`src/rtl/mkio_bus_switch.sv`:
```
// Redundant MKIO line switch: synchronises N_CH line pairs, locks onto the first
// active healthy channel, routes it to the receiver and steers transmit back onto it.
module mkio_sync2 (
  input  logic clk,
  input  logic rst,
  input  logic d1,
  input  logic d0,
  output logic q1,
  output logic q0
);
  logic m1, m0;

  always_ff @(posedge clk or posedge rst) begin
    if (rst) begin
      m1 <= 1'b0; m0 <= 1'b0; q1 <= 1'b0; q0 <= 1'b0;
    end else begin
      m1 <= d1; m0 <= d0; q1 <= m1; q0 <= m0;
    end
  end
endmodule

module mkio_bus_switch #(
  parameter int N_CH       = 2,
  parameter int HOLD       = 5,
  parameter int IDLE_CYC   = 64,
  parameter int BABBLE_CYC = 1600
)(
  input  logic                    clk,
  input  logic                    rst,
  input  logic [N_CH-1:0]         di1,
  input  logic [N_CH-1:0]         di0,
  output logic [N_CH-1:0]         do1,
  output logic [N_CH-1:0]         do0,
  output logic [N_CH-1:0]         rx_strob,
  output logic [N_CH-1:0]         tx_inhibit,
  output logic                    rx_di1,
  output logic                    rx_di0,
  input  logic                    tx_do1,
  input  logic                    tx_do0,
  input  logic                    tx_busy,
  output logic [$clog2(N_CH)-1:0] sel_ch,
  output logic                    active,
  output logic [N_CH-1:0]         ch_fault,
  input  logic [N_CH-1:0]         fault_clr
);
  localparam int SW = $clog2(N_CH);
  localparam int QW = $clog2(IDLE_CYC + 1);
  localparam int BW = $clog2(BABBLE_CYC + 1);

  typedef enum logic [1:0] {S_IDLE, S_RX, S_TX, S_HOLD} state_t;

  state_t          state, state_nxt;
  logic [SW-1:0]   sel_nxt, pick;
  logic            found;
  logic [N_CH-1:0] s_di1, s_di0, act, fault_set, fault_nxt, sel_oh, tx_own;
  logic [QW-1:0]   quiet_cnt;
  logic [BW-1:0]   babble_cnt;
  logic [7:0]      hold_cnt;
  logic            act_sel, rx_en, do_en;

  mkio_sync2 u_sync [N_CH-1:0] (
    .clk(clk), .rst(rst), .d1(di1), .d0(di0), .q1(s_di1), .q0(s_di0)
  );

  assign act     = s_di1 | s_di0;
  assign act_sel = act[sel_ch];

  // Descending scan so the lowest eligible channel wins.
  always_comb begin
    pick  = '0;
    found = 1'b0;
    for (int i = N_CH - 1; i >= 0; i--) begin
      if (act[i] && !ch_fault[i]) begin
        pick  = SW'(i);
        found = 1'b1;
      end
    end
  end

  always_comb begin
    state_nxt = state;
    sel_nxt   = sel_ch;
    fault_set = '0;
    case (state)
      S_IDLE: begin
        if (tx_busy) state_nxt = S_TX;
        else if (found) begin
          sel_nxt   = pick;
          state_nxt = S_RX;
        end
      end
      S_RX: begin
        if (tx_busy) state_nxt = S_TX;
        else if (act_sel) begin
          if (babble_cnt == BW'(BABBLE_CYC - 1)) begin
            fault_set[sel_ch] = 1'b1;
            state_nxt         = S_IDLE;
          end
        end else if (quiet_cnt == QW'(IDLE_CYC - 1)) state_nxt = S_IDLE;
      end
      S_TX:    if (!tx_busy) state_nxt = S_HOLD;
      S_HOLD: begin
        if (tx_busy) state_nxt = S_TX;
        else if (hold_cnt == 8'd1) state_nxt = S_IDLE;
      end
      default: state_nxt = S_IDLE;
    endcase
  end

  // Outputs are decoded from the next state so they line up with the state register.
  assign fault_nxt = (ch_fault & ~fault_clr) | fault_set;
  assign sel_oh    = N_CH'(1) << sel_nxt;
  assign tx_own    = (state_nxt == S_TX || state_nxt == S_HOLD) ? sel_oh : '0;
  assign rx_en     = (state_nxt == S_RX);
  assign do_en     = (state_nxt == S_TX) && !fault_nxt[sel_nxt];

  always_ff @(posedge clk or posedge rst) begin
    if (rst) begin
      state      <= S_IDLE;
      sel_ch     <= '0;
      quiet_cnt  <= '0;
      babble_cnt <= '0;
      hold_cnt   <= '0;
      ch_fault   <= '0;
      do1        <= '0;
      do0        <= '0;
      rx_di1     <= 1'b0;
      rx_di0     <= 1'b0;
      active     <= 1'b0;
      rx_strob   <= '1;
      tx_inhibit <= '1;
    end else begin
      state      <= state_nxt;
      sel_ch     <= sel_nxt;
      ch_fault   <= fault_nxt;
      quiet_cnt  <= (state == S_RX && !act_sel) ? quiet_cnt + 1'b1 : '0;
      babble_cnt <= (state == S_RX && act_sel) ? babble_cnt + 1'b1 : '0;
      if (state_nxt == S_HOLD && state != S_HOLD) hold_cnt <= 8'(HOLD);
      else if (state == S_HOLD)                   hold_cnt <= hold_cnt - 1'b1;
      rx_di1     <= rx_en & s_di1[sel_nxt];
      rx_di0     <= rx_en & s_di0[sel_nxt];
      do1        <= {N_CH{tx_do1 & do_en}} & sel_oh;
      do0        <= {N_CH{tx_do0 & do_en}} & sel_oh;
      rx_strob   <= ~fault_nxt & ~tx_own;
      tx_inhibit <= ~tx_own;
      active     <= (state_nxt != S_IDLE);
    end
  end
endmodule
```
`config.mk`:
```
export PLATFORM = sky130hd
export DESIGN_NAME = mkio_bus_switch
export DESIGN_NICKNAME = d
export VERILOG_FILES = /design/src/rtl/mkio_bus_switch.sv
export SDC_FILE = /design/constraint.sdc
export NUM_CORES = 1
export LEC_CHECK = 0
export CAP_MARGIN = 30
export CORE_MARGIN = 5
export CORE_UTILIZATION = 49
export DETAILED_ROUTE_END_ITERATION = 6
export PLACE_DENSITY = 0.86
export SYNTH_ARGS = -nofsm -noshare
export SYNTH_HDL_FRONTEND = slang
export SYNTH_SLANG_ARGS = --single-unit
```
`constraint.sdc`:
```
create_clock -name clk -period 1.5 [get_ports clk]
set_input_delay 0.225 -clock clk [delete_from_list [all_inputs] [get_ports clk]]
set_output_delay 0.225 -clock clk [all_outputs]
set_load 0.05 [all_outputs]
```
### After elaboration in Yosys (flattened, before gate mapping)

Index checks and enable logic that the tools add are counted.

* register bits: 50
* latch bits: 0
* bits in writable memories: 0
* memory bits (read-only): 0
* input bits: 11
* output and inout port bits: 14
* word-level logic and storage cells: 101
* memories: 0

* $add $sub $neg: 3
* $mul: 0
* divide/modulo/power cells: 0
* magnitude comparators: 3
* equal/unequal tests: 10
* shift-type cells: 1
* multiplexer cells: 35
* bitwise gates (word level): 13
* reductions and logical operators: 15

Operators by type and width (number)
* two-way mux 2 bit: 14
* two-way mux 8 bit: 2
* two-way mux 1 bit: 15
* adder 11 x 1 -> 11 bit (second input constant): 1
* == test 11 bit (second input constant): 1
* two-way mux 11 bit: 1
* bitwise AND 2 bit: 4
* == test 2 bit (second input constant): 4
* == test 8 x 1 -> 1 bit (second input constant): 1
* case mux 2 bit (4 select lines): 1
* subtractor 8 x 1 -> 8 bit (second input constant): 1
* adder 7 x 1 -> 7 bit (second input constant): 1
* == test 7 x 6 -> 1 bit (second input constant): 1
* logical AND 1 bit: 7
* two-way mux 7 bit: 1
* NOT 2 bit: 3
* bitwise AND 1 bit: 4
* == test 2 x 1 -> 1 bit (second input constant): 2
* logical NOT 1 bit: 4
* less-than comparator 1 x 2 -> 1 bit (second input constant): 2
* OR 2 bit: 2
* nonzero test 2 bit: 2
* logical NOT 2 bit: 1
* != test 2 bit (second input constant): 1
* 4 further kinds: 4

### Longest topological paths before layout

Gate-level depths: netlist of run 1.

* word-level depth: 15
* mapped depth: 8
* mapped depth without buffers: 7

### Cells and area by module

Synthesis of run 1 repeated with hierarchy kept, for this count alone.

* cells, all modules: 200
* area total of the unflattened synthesis: 2185.8 um2

Modules (own cells, without submodules)
* mkio_bus_switch: instances 1, cells each 190, area each 1978.1 um2, sequential area each 1056.0 um2
* mkio_sync2: instances 2, cells each 5, area each 103.8 um2, sequential area each 100.1 um2

### Least setup slack after synthesis of run 1

No wires, ideal clock.

* kind: register to register
* start point: reg sel_ch
* end point: reg do0[0]
* setup time: 120 ps
* data arrival time: 1764 ps
* required time: 1380 ps
* slack: -383 ps
* cell stages (with the launch flop): 6
* buffers on the path: 0
* clock period less this slack: 1883 ps
* cells stage by stage: dfrtp_1 -> nor3_1 -> a2111o_1 -> nor3b_2 -> a31oi_4 -> and3_1

* longest elaborated chain between the ends: 15
* elaborated cells on any way between the ends: 26
* those cells by class: 2 x order compare; 1 x eq/ne; 1 x shift; 16 x mux; 3 x bitwise; 3 x reduce/logical

RTL lines
* start: declaration: RTL line 41 `output logic [$clog2(N_CH)-1:0] sel_ch,`
* start signal: assignment: RTL line 134 `sel_ch <= sel_nxt;`
* less-than comparator 1 x 2 -> 1 bit (not written as such) / >= comparator 1 bit (equally long branches): RTL line 96 `fault_set[sel_ch] = 1'b1;`
* logical AND 1 bit (not written as such): RTL line 96
* two-way mux 1 bit (not written as such): RTL line 96
* demux 1 bit (select 1 bit): RTL line 96
* two-way mux 2 bit: RTL line 95 `if (babble_cnt == BW'(BABBLE_CYC - 1)) begin`
* two-way mux 2 bit: RTL line 94 `else if (act_sel) begin`
* two-way mux 2 bit: RTL line 93 `if (tx_busy) state_nxt = S_TX;`
* two-way mux 2 bit: RTL line 84 `case (state)`
* OR 2 bit: RTL line 111 `assign fault_nxt = (ch_fault & ~fault_clr) | fault_set;`
* two-way mux 1 bit (not written as such) (2 in series): RTL line 115 `assign do_en = (state_nxt == S_TX) && !fault_nxt[sel_nxt];`
* logical NOT 1 bit: RTL line 115
* logical AND 1 bit: RTL line 115
* bitwise AND 1 bit: RTL line 143 `do0 <= {N_CH{tx_do0 & do_en}} & sel_oh;`
* bitwise AND 2 bit (*): RTL line 143
* end signal: assignment: RTL line 143
* end: declaration: RTL line 33 `output logic [N_CH-1:0] do0,`

Mark *: on every way between the ends. The rest lies on a longest branch, timed or not. The select of a mux whose other input is x is not followed.
A chain may end at the register's enable or synchronous reset.

### Worst setup path in the final report of run 1

* start point: reg state[0]
* end point: reg rx_di1

* longest elaborated chain between the ends: 6
* elaborated cells on any way between the ends: 19
* those cells by class: 4 x eq/ne; 13 x mux; 1 x bitwise; 1 x reduce/logical

RTL lines
* start: declaration: RTL line 52 `state_t state, state_nxt;`
* start signal: assignment: RTL line 133 `state <= state_nxt;`
* two-way mux 2 bit (on tied branches): RTL line 99, 95
* two-way mux 2 bit: RTL line 94
* two-way mux 2 bit: RTL line 93
* case mux 2 bit (4 select lines): RTL line 84
* == test 2 x 1 -> 1 bit: RTL line 114 `assign rx_en = (state_nxt == S_RX);`
* bitwise AND 1 bit (*): RTL line 140 `rx_di1 <= rx_en & s_di1[sel_nxt];`
* end signal: assignment: RTL line 140
* end: declaration: RTL line 36 `output logic rx_di1,`

Marks and branches as above.

==> summary.txt, run 1 <==
Clocking
  • CTS Buf Count: 5
  • Sink Count: 50
  • # H-tree levels: 2
  • Clock transition at path regs: 0.10 ns
  • Root Buffer: clkbuf_8
  • Max clock buf depth: 2
  • Later-pin clock latency in the skew report: 0.31 ns
  • CTS tree: yes

Finish
  • Share of layout cells above drive strength 1: 44.74%
  • Area growth syn-to-layout: 48.89%
  • NumNets Final: 280
  • Register with the most flip-flops: babble_cnt
  • Max reg flops: 11
  • Antenna cell count: 0
  • Top Registers: babble_cnt x11, hold_cnt x8, quiet_cnt x7

Yosys
  • Synthesized flop and latch total: 50
  • Syn_nets: 205
  • Post-synthesis sequential area ratio: 58.78%
  • Ys flop type: dfrtp_1
  • Post-synth cell types: 44
  • Cell area after synthesis: 2137 µm²
  • Share of synthesized flip-flops with an asynchronous set or reset: 100.0%
  • Synthesis Warnings: 0
  • Post-synth top area share: 53.86%
  • Synth Area per Inst: 11.25 µm²
  • Synth area leaders: dfrtp_1, dfstp_2, nor2_1, xor2_1, nand3_1
  • Post-Syn Instances: 190
  • Number of synthesized flops with an enable pin: 0
  • Top cell type by total area after synthesis: dfrtp_1

Run status
  • Failing checks: setup timing
  • Outcome: finished with violations

Routing
  • Antenna-violating nets left: 0
  • WL final: 6529 µm
  • Vias: 1880
  • Drt first pass iters: 4
  • Routed wire length per instance: 20.53 µm
  • Vias per Instance: 5.912
  • Initial DRC count: 111
  • Post-route DRC: 0

Floorplan
  • Die Area: 5782 µm²
  • Starting Density: 49.77%
  • Core area: 4294 µm²
  • Io pins: 25
  • Die Span Y: 76.04 µm
  • Rows: 24
  • Die Width: 76.04 µm

Timing
  • Final hold viol count: 0
  • Max Fclk: 549.0 MHz
  • Worst setup margin: -0.3215 ns
  • Least-Margin Pin Slew: 0.4631 ns
  • Final worst-path cycle share: 121.4%
  • Setup_tns: -2.740 ns
  • Fin crit period: 1.822 ns
  • Slew Viols, Final: 0
  • Skew final: 0.01167 ns
  • Worst rel slew slack: 69.13%
  • Unrepaired setup endpoints after global routing: true
  • Setup violations, final: 19
  • Final hold slack: 0.1831 ns

Place
  • Final Wtd Congestion: 0.8380
  • Number of port buffers: 24
  • Post-DP HPWL: 3725 µm
  • Place WS: -0.4718 ns

Setup path
  • R2R cell count: 6
  • Worst reg2reg endpoint: rx_di1
  • Setup crit end kind: flip-flop
  • Worst Path Max Fanout: 6
  • Critical path type: flip-flop to flip-flop
  • R2r setup slk: -0.32 ns
  • Critical path data required time: 1.68 ns
  • Critical path arrival: 2.01 ns
  • Worst flop-to-flop path startpoint: state[0]
  • Startpoint types: flip-flop

Pwr
  • Max IR drop VDD: 0.001051 V
  • Pwr Total: 4659 µW
  • PD cells: 1464 nW/µm²
  • LEAKAGE: 0.001436 µW

Global routing
  • First-pass GRT wire length: 9052 µm
  • Vias in the first global route: 1820
  • Initial antenna violation count: 0
  • Tot GR Track Use: 19.79%
  • Total grt overflow: 0
  • Largest net degree at the start of global routing: 21

Flow run
  • Max-cap viol count: 0

Min path
  • Min-Delay Path Class: input port to asynchronous set/reset pin
==> metrics by stage <==
stage	cell area, µm²	utilization (%)	instances
after floorplan	2158	-	190
after global placement	2834	66.00	306
after detailed placement	2834	66.00	306
after CTS	3022	70.37	316
after global routing	3182	74.10	318
final	3182	74.10	318
==> area by class of cell <==
type,count,area (µm²)
clock inverters,1,8.758
inverters,10,40.04
repair buffers,73,690.7
fillers,239,1112
clock buffers,7,96.34
multi-input cells,125,1018
well taps,52,65.06
flip-flops and latches,50,1262
==> synthesized netlist by cell type (2+ instances only) <==
cell / number
o21ai_0: 6
xnor2_1: 4
mux2i_1: 2
xor2_1: 8
ha_1: 4
o41ai_1: 3
o311ai_0: 3
nor3_1: 8
nand3_1: 12
nor4b_1: 2
dfrtp_1: 46
and3_1: 7
or3_1: 5
nand2_1: 11
nand4_1: 4
inv_1: 10
a21oi_1: 5
dfstp_2: 4
nor2_1: 21
==> cells in the final DEF, fill, tap and decap left out, types with 3 or more instances in the layout <==
| master | Yosys | routed |
|---|---|---|
| buf_4 | 1 | 50 |
| dfrtp_1 | 46 | 41 |
| nor2_1 | 21 | 17 |
| nand2_1 | 11 | 9 |
| nand3_1 | 12 | 9 |
| clkdlybuf4s50_1 | 0 | 9 |
| xor2_1 | 8 | 8 |
| buf_12 | 0 | 8 |
| inv_1 | 10 | 7 |
| clkbuf_8 | 0 | 7 |
| and3_1 | 7 | 6 |
| nor3_1 | 8 | 5 |
| o21ai_0 | 6 | 5 |
| dfrtp_2 | 0 | 5 |
| buf_6 | 1 | 5 |
| nor2_4 | 0 | 4 |
| nand4_1 | 4 | 4 |
| dfstp_2 | 4 | 4 |
| or3_1 | 5 | 3 |
| nand3_2 | 0 | 3 |
| a21oi_1 | 5 | 3 |
| xnor2_1 | 4 | 3 |
| ha_1 | 4 | 3 |
==> cell families (layout without fill, tap and decap cells) <==
logic type	after synthesis	count (layout)	synth area share (%)
compound gates	26	26	9.134
buf+inv	15	91	3.278
flops	50	50	58.78
simple gates	80	80	20.08
fa+ha+maj	4	4	2.342
xor+xnor	12	12	4.918
mux	3	3	1.464
==> worst max-delay path, stage by stage (launching register included) <==
cell	delay (ns)
dfrtp_2	0.48
nor2_4	0.19
nor4b_4	0.25
or2_1	0.24
buf_6	0.14
mux2i_1	0.29
nor3_1	0.11
==> repair_timing <==
item,4_1_cts,5_1_grt
gates resized for setup,22,29
hold buffers,0,0
pin swaps,8,9
buffers inserted,2,2
endpoints found under the setup margin,18,20
cloned,0,0
==> layer usage <==
metal	vias up	part of all wire [%]	track usage, %
li1	820	-	-
met1	946	38	23.34
met3	22	5.7	5.674
met2	92	52	33.48
met5	-	0	0
met4	0	3.8	8.363
==> where the power goes <==
group | switching (µW) | internal [µW] | leakage [µW]
Combinational | 1000 | 965 | 0.000748
Sequential | 223 | 1590 | 0.000633
Clock | 458 | 423 | 0.0000544
==> how the worst max path moves through the flow <==
| stage | start | endpoint | cells past startpoint |
|---|---|---|---|
| 2_1_floorplan | hold_cnt[2] | hold_cnt[7] | 4 |
| 3_3_place_gp | tx_busy | do0[1] | 5 |
| 3_5_place_dp | tx_busy | do0[0] | 6 |
| 4_1_cts | hold_cnt[1] | do0[0] | 6 |
| 5_1_grt | state[0] | rx_di1 | 6 |
| 6_report | state[0] | rx_di1 | 6 |
(Power assumes the default switching activity.)
==> run 2, diff against run 1 <==
CTS_CLUSTER_DIAMETER = 30   (was unset)
==> results of run 2 <==
The final DEF is identical to that of run 1; final timing and power are the same.
